**src/rtl/seq_alu.sv**
```systemverilog
// Multi-cycle parametrised ALU: single-cycle arithmetic/logic, bit-serial shifts
// and shift-and-add multiply, returned through a start/done handshake.
module seq_alu #(
    parameter int WIDTH = 8
) (
    input  logic             clk,
    input  logic             reset,
    input  logic             start,
    input  logic [WIDTH-1:0] A,
    input  logic [WIDTH-1:0] B,
    input  logic [3:0]       S,
    input  logic             Cin,
    output logic             busy,
    output logic             done,
    output logic [WIDTH-1:0] D,
    output logic [WIDTH-1:0] D_hi,
    output logic             C,
    output logic             Z,
    output logic             N,
    output logic             V
);

    localparam int               CW      = $clog2(WIDTH + 1);
    localparam int               MSB     = WIDTH - 1;
    localparam logic [WIDTH-1:0] WIDTH_V = WIDTH'(WIDTH);
    localparam logic [CW-1:0]    WIDTH_C = CW'(WIDTH);

    localparam logic [3:0] OP_ADD = 4'b0000, OP_SUB = 4'b0001, OP_AND = 4'b0010,
                           OP_OR  = 4'b0011, OP_SHL = 4'b0100, OP_SHR = 4'b0101,
                           OP_XOR = 4'b0110, OP_NOT = 4'b0111, OP_ADC = 4'b1000,
                           OP_SBC = 4'b1001, OP_ASR = 4'b1010, OP_MUL = 4'b1011;

    typedef enum logic [1:0] {IDLE, SHIFT, MUL} state_t;

    state_t           state, state_next;
    logic [3:0]       op_q;
    logic [WIDTH-1:0] work_q;   // shift operand, or remaining multiplier bits
    logic [WIDTH-1:0] mcand_q;
    logic [WIDTH-1:0] hi_q;
    logic [CW-1:0]    cnt_q;

    logic             accept, is_shift, go_shift, go_mul, last_step;
    logic [CW-1:0]    shamt;

    assign accept    = start && !busy;
    assign is_shift  = (S == OP_SHL) || (S == OP_SHR) || (S == OP_ASR);
    assign shamt     = (B < WIDTH_V) ? B[CW-1:0] : WIDTH_C;
    assign go_shift  = accept && is_shift && (shamt != '0);
    assign go_mul    = accept && (S == OP_MUL);
    assign last_step = (cnt_q == CW'(1));

    // NOTE: sequential state uses non-blocking assignments so every register
    // samples the pre-edge values of its neighbours.
    always_ff @(posedge clk) begin
        if (reset) state <= IDLE;
        else       state <= state_next;
    end

    always_comb begin
        state_next = state;
        case (state)
            IDLE: begin
                if (go_shift)    state_next = SHIFT;
                else if (go_mul) state_next = MUL;
            end
            SHIFT, MUL: if (last_step) state_next = IDLE;
            default: state_next = IDLE;
        endcase
    end

    always_comb busy = (state != IDLE);

    logic [WIDTH-1:0] opb, alu_d;
    logic [WIDTH:0]   sum;
    logic             cy_in, alu_c, alu_v, alu_rsv;

    // NOTE: every output of a combinational block gets a default first, so no
    // path through the case statement can infer a latch.
    always_comb begin
        opb     = ((S == OP_SUB) || (S == OP_SBC)) ? ~B : B;
        cy_in   = (S == OP_SUB) ? 1'b1 : ((S == OP_ADC) || (S == OP_SBC)) ? Cin : 1'b0;
        sum     = {1'b0, A} + {1'b0, opb} + {{WIDTH{1'b0}}, cy_in};
        alu_d   = '0;
        alu_c   = 1'b0;
        alu_v   = 1'b0;
        alu_rsv = 1'b0;
        case (S)
            OP_ADD, OP_ADC: begin
                alu_d = sum[MSB:0];
                alu_c = sum[WIDTH];
                alu_v = (A[MSB] == B[MSB]) && (sum[MSB] != A[MSB]);
            end
            OP_SUB, OP_SBC: begin
                alu_d = sum[MSB:0];
                alu_c = sum[WIDTH];
                alu_v = (A[MSB] != B[MSB]) && (sum[MSB] != A[MSB]);
            end
            OP_AND: alu_d = A & B;
            OP_OR:  alu_d = A | B;
            OP_XOR: alu_d = A ^ B;
            OP_NOT: alu_d = ~A;
            OP_SHL, OP_SHR, OP_ASR: alu_d = A;  // only used for a zero shift count
            OP_MUL: alu_d = '0;
            default: alu_rsv = 1'b1;
        endcase
    end

    logic [WIDTH-1:0] sh_next, mul_hi, mul_lo;
    logic             sh_out;
    logic [WIDTH:0]   mul_sum;

    always_comb begin
        case (op_q)
            OP_SHL: begin
                sh_next = {work_q[MSB-1:0], 1'b0};
                sh_out  = work_q[MSB];
            end
            OP_SHR: begin
                sh_next = {1'b0, work_q[MSB:1]};
                sh_out  = work_q[0];
            end
            default: begin
                sh_next = {work_q[MSB], work_q[MSB:1]};
                sh_out  = work_q[0];
            end
        endcase
        mul_sum          = {1'b0, hi_q} + (work_q[0] ? {1'b0, mcand_q} : {(WIDTH+1){1'b0}});
        {mul_hi, mul_lo} = {mul_sum, work_q[MSB:1]};
    end

    always_ff @(posedge clk) begin
        if (reset) begin
            done    <= 1'b0;
            D       <= '0;
            D_hi    <= '0;
            C       <= 1'b0;
            Z       <= 1'b0;
            N       <= 1'b0;
            V       <= 1'b0;
            op_q    <= '0;
            work_q  <= '0;
            mcand_q <= '0;
            hi_q    <= '0;
            cnt_q   <= '0;
        end else begin
            done <= 1'b0;
            case (state)
                IDLE: if (accept) begin
                    op_q <= S;
                    if (go_shift) begin
                        work_q <= A;
                        cnt_q  <= shamt;
                    end else if (go_mul) begin
                        work_q  <= B;
                        mcand_q <= A;
                        hi_q    <= '0;
                        cnt_q   <= WIDTH_C;
                    end else begin
                        done <= 1'b1;
                        D    <= alu_d;
                        D_hi <= '0;
                        C    <= alu_c;
                        Z    <= (alu_d == '0) && !alu_rsv;
                        N    <= alu_d[MSB];
                        V    <= alu_v;
                    end
                end
                SHIFT: begin
                    work_q <= sh_next;
                    cnt_q  <= cnt_q - CW'(1);
                    if (last_step) begin
                        done <= 1'b1;
                        D    <= sh_next;
                        D_hi <= '0;
                        C    <= sh_out;
                        Z    <= (sh_next == '0);
                        N    <= sh_next[MSB];
                        V    <= 1'b0;
                    end
                end
                MUL: begin
                    hi_q   <= mul_hi;
                    work_q <= mul_lo;
                    cnt_q  <= cnt_q - CW'(1);
                    if (last_step) begin
                        done <= 1'b1;
                        D    <= mul_lo;
                        D_hi <= mul_hi;
                        C    <= (mul_hi != '0);
                        Z    <= (mul_lo == '0);
                        N    <= mul_lo[MSB];
                        V    <= 1'b0;
                    end
                end
                default: ;
            endcase
        end
    end

endmodule

```
**config.mk**
```make
export PLATFORM = sky130hd
export DESIGN_NAME = seq_alu
export DESIGN_NICKNAME = d
export VERILOG_FILES = /design/src/rtl/seq_alu.sv
export SDC_FILE = /design/constraint.sdc
export NUM_CORES = 1
export LEC_CHECK = 0
export BUFFER_PORTS_ARGS = -buffer_cell sky130_fd_sc_hd__buf_2
export CORE_ASPECT_RATIO = 2
export CORE_UTILIZATION = 40
export DETAILED_ROUTE_END_ITERATION = 7
export SLEW_MARGIN = 20
export SYNTH_ARGS = -nofsm -noshare
export SYNTH_HDL_FRONTEND = slang
export SYNTH_SLANG_ARGS = --single-unit
```
**constraint.sdc**
```tcl
create_clock -name clk -period 10.3 [get_ports clk]
set_input_delay 0.515 -clock clk [delete_from_list [all_inputs] [get_ports clk]]
set_output_delay 0.515 -clock clk [all_outputs]
set_load 0.05 [all_outputs]
```
==> flow_summary.ini <==
[logic_synthesis]
synth_top_family_by_area = compound AO/OA/AOI/OAI gates
synth_xor_area_frac = 0.03952
yosys.area_share.simple = 0.2045
syn_avg_cell_area_um2 = 7.754
yosysSeqAreaShare = 0.2568
yosys_register_bits = 54
synthTopCellsByCount = 64 x nand2_1, 62 x a21oi_1, 54 x dfxtp_1, 37 x ha_1, 35 x nor2_1
synth_warnings = 0
synth_area_leaders = dfxtp_1 26%, ha_1 11%, a21oi_1 7.4%
synth_fp_nets = 607
synth_compound_area_frac = 0.2651
synthMuxAreaShare = 0.04577
synth.largest_area_cell = dfxtp_1
yosysMostFrequentCell = nand2_1
synth_fa_ha_area_frac = 0.1242
ys_async_sr_fraction = 0
ys.flop_type = dfxtp_1
syn_area_um2 = 4210
netlist_instances = 543
synth_top_area_frac = 0.2568
synth_cell_types = 52
synth_edf_count = 0

[routing]
drt_iter0_markers = 200
drt-total-wl_um = 13020
routedLengthMet1_um = 4411
drcViolationCount = 0
met2_length_um = 7109
routed.top_layer = met4
wl_per_cell_um = 18.60
dr_wl_met3_um = 516
antenna_left = 0
viasPerCell = 5.856
drt_first_pass_iters = 5
vias = 4099

[clocking]
cts_tree = built
cts_setup_buffers = 0
cts_hold_buffers = 0
cts_max_level = 2
clock_latency_ns = 0.30
cts_resized = 0
cts_buffers = 5
cts_sinks = 54
root_buffer = clkbuf_16
path_clk_slew_ns = 0.07
clk_path_buf_depth = 2

[global_route]
antenna_found_initial = 0
grt_max_degree = 55
grt_pass1_wl_um = 20390
grt_usage = 0.2492
grt_pass1_vias = 3978
grt_overflow = 0

[critical_path]
rrSetupSlack_ns = 6.93
cp_slowest_cell = and2_1
cp-start-kind = primary input
worst_r2r_startpoint = state[0]$_SDFFE_PP0P_
r2r_end = Z$_SDFFE_PP0P_
reg2reg_depth = 8
arrival_ns = 4.56
crit_type = primary input to register
crit_top_cell = fa_1
critPathMaxFanout = 22
crit_required_ns = 10.49
worstSetupEndpointType = register
slowest_delay_ns = 0.50
path_cells = buf_2 > nor2_1 > and2_1 > xnor2_1 > fa_1 > fa_1 > a21oi_1 > o22ai_1 > mux2i_1 > a221o_1 > nor4_1 > or4b_4 > a311oi_2

[timing]
fin_setup_tns_ns = 0
timing.slew.headroom = 0.3164
rsz0062_at_grt = false
hold_violations = 0
min_period_over_period = 0.4240
slew_viol_final = 0
hold_ws_ns = 0.4519
clock.fmax_ghz = 0.2290
min_period_ns = 4.367
worst_pin_slew_ns = 1.025
setup_viol = 0
clock_skew_ns = 0.007604

[layout]
post-route-util = 0.4578
fin_area_um2 = 4647
drive_above_1_share = 0.1133
nNetsFinal = 628
area_delta_synth_final_pct = 10.37
fillers = 1071
antennaDiodeCount = 0

[power_and_ir_drop]
p_per_area_nw_per_um2 = 126.1
ir_worst_vdd_v = 0.00009205
pwr-share-clk = 0.328
power_switching_uw = 195.9
p_sw_frac = 0.3343
totalPowerFinal_uw = 586.0
p_seq_frac = 0.388
intPower_uw = 390.1
p_leak_nw = 1.942
p_comb_frac = 0.284

[die]
die_x_um = 74.55
start_util = 0.4148
pin_count = 46
die_area_um2 = 10960
die_y_um = 147.1
fp.coreArea_um2 = 10150
rows = 52

[placement]
gp_congestion = 0.9840
place_area_um2 = 4474
place_hpwl_um = 10270
io_buffers = 45

[flow_run]
cap_violations = 0

[run_status]
outcome = finished clean

[hold_path]
hp-start = D_hi[1]$_SDFFE_PP0P_
holdPathStages = 2
min_to = D_hi[1]$_SDFFE_PP0P_
worstHoldPathType = register to register
==> sequential cells by signal (all words and copies together), names as in the netlist <==
register,cells
D_hi,8
V,1
work_q,8
state,2
cnt_q,4
N,1
mcand_q,8
done,1
hi_q,8
op_q,4
Z,1
D,7
C,1
==> area by class of cell <==
class | instances | area, um2 | share of cell area
Clock inverter | 3 | 40.04 | 0.008616
Multi-Input combinational cell | 423 | 2864 | 0.6163
Tap cell | 135 | 168.9 | 0.03635
Inverter | 32 | 120.1 | 0.02585
Sequential cell | 54 | 1081 | 0.2326
Timing Repair Buffer | 48 | 247.7 | 0.05331
Clock buffer | 5 | 125.1 | 0.02693
==> metal layers <==
| layer | GRT usage | vias up |
|---|---|---|
| li1 | - | 1984 |
| met1 | 0.2484 | 1886 |
| met2 | 0.4581 | 173 |
| met3 | 0.02058 | 56 |
| met4 | 0.1745 | 0 |
| met5 | 0 | - |
==> how the worst max path moves through the flow <==
stage                     start             end  depth (start not counted)
after detailed placement   S[2]  Z$_SDFFE_PP0P_                         13
after global placement     S[2]  Z$_SDFFE_PP0P_                         13
after floorplan            S[2]  Z$_SDFFE_PP0P_                         14
after global routing       S[2]  Z$_SDFFE_PP0P_                         13
final                      S[2]  Z$_SDFFE_PP0P_                         13
after CTS                  S[2]  Z$_SDFFE_PP0P_                         13
==> cells in the final DEF (no fill, tap or decap), types with 5 or more instances in the layout <==
master and n:
xnor2_1 17, o211ai_1 16, nor2b_1 6, o21ai_0 25, inv_1 31, nand2b_1 7
a21oi_1 62, ha_1 37, a211o_1 5, and2_1 11, a221o_1 10, nor2_1 35
nand3b_1 6, a211oi_1 11, a21o_1 6, buf_2 45, dfxtp_1 54, nand3_1 23
clkbuf_16 5, mux2i_1 17, nor3_1 7, nand2_1 64
==> critical path, delay by kind of cell <==
kind            cells  cell delay, ns
compound gates      4            0.99
simple gates        4            1.61
buf+inv             1            0.26
mux                 1            0.14
xor+xnor            1            0.16
fa+ha+maj           2            0.87
==> power by group through the flow <==
stage                     clock network, mW  registers, mW  logic (mW)
final                                 0.192          0.227       0.166
after CTS                             0.196          0.227       0.165
after global placement                    0          0.232       0.162
after detailed placement                  0          0.232       0.164
after global routing                  0.204          0.228       0.181
after floorplan                           0          0.245       0.105
==> cell families (layout without fill, tap and decap cells) <==
| group | count (synthesis) | count (layout) |
|---|---|---|
| AOI/OAI and AO/OA | 168 | 168 |
| xor gates and xnor gates | 19 | 19 |
| adders and majority gates | 40 | 40 |
| buffers and inverters | 66 | 88 |
| DFF | 54 | 54 |
| muxes | 18 | 18 |
| and+or+nand+nor | 178 | 178 |
==> through the flow <==
stage          instances  worst slack (ns)
3_3_place_gp         691             5.826
3_5_place_dp         691             5.662
4_1_cts              699             5.975
2_1_floorplan        543             6.162
5_1_grt              700             5.635
6_report             700             5.933
Note: power is estimated with default switching activity, not from simulation.
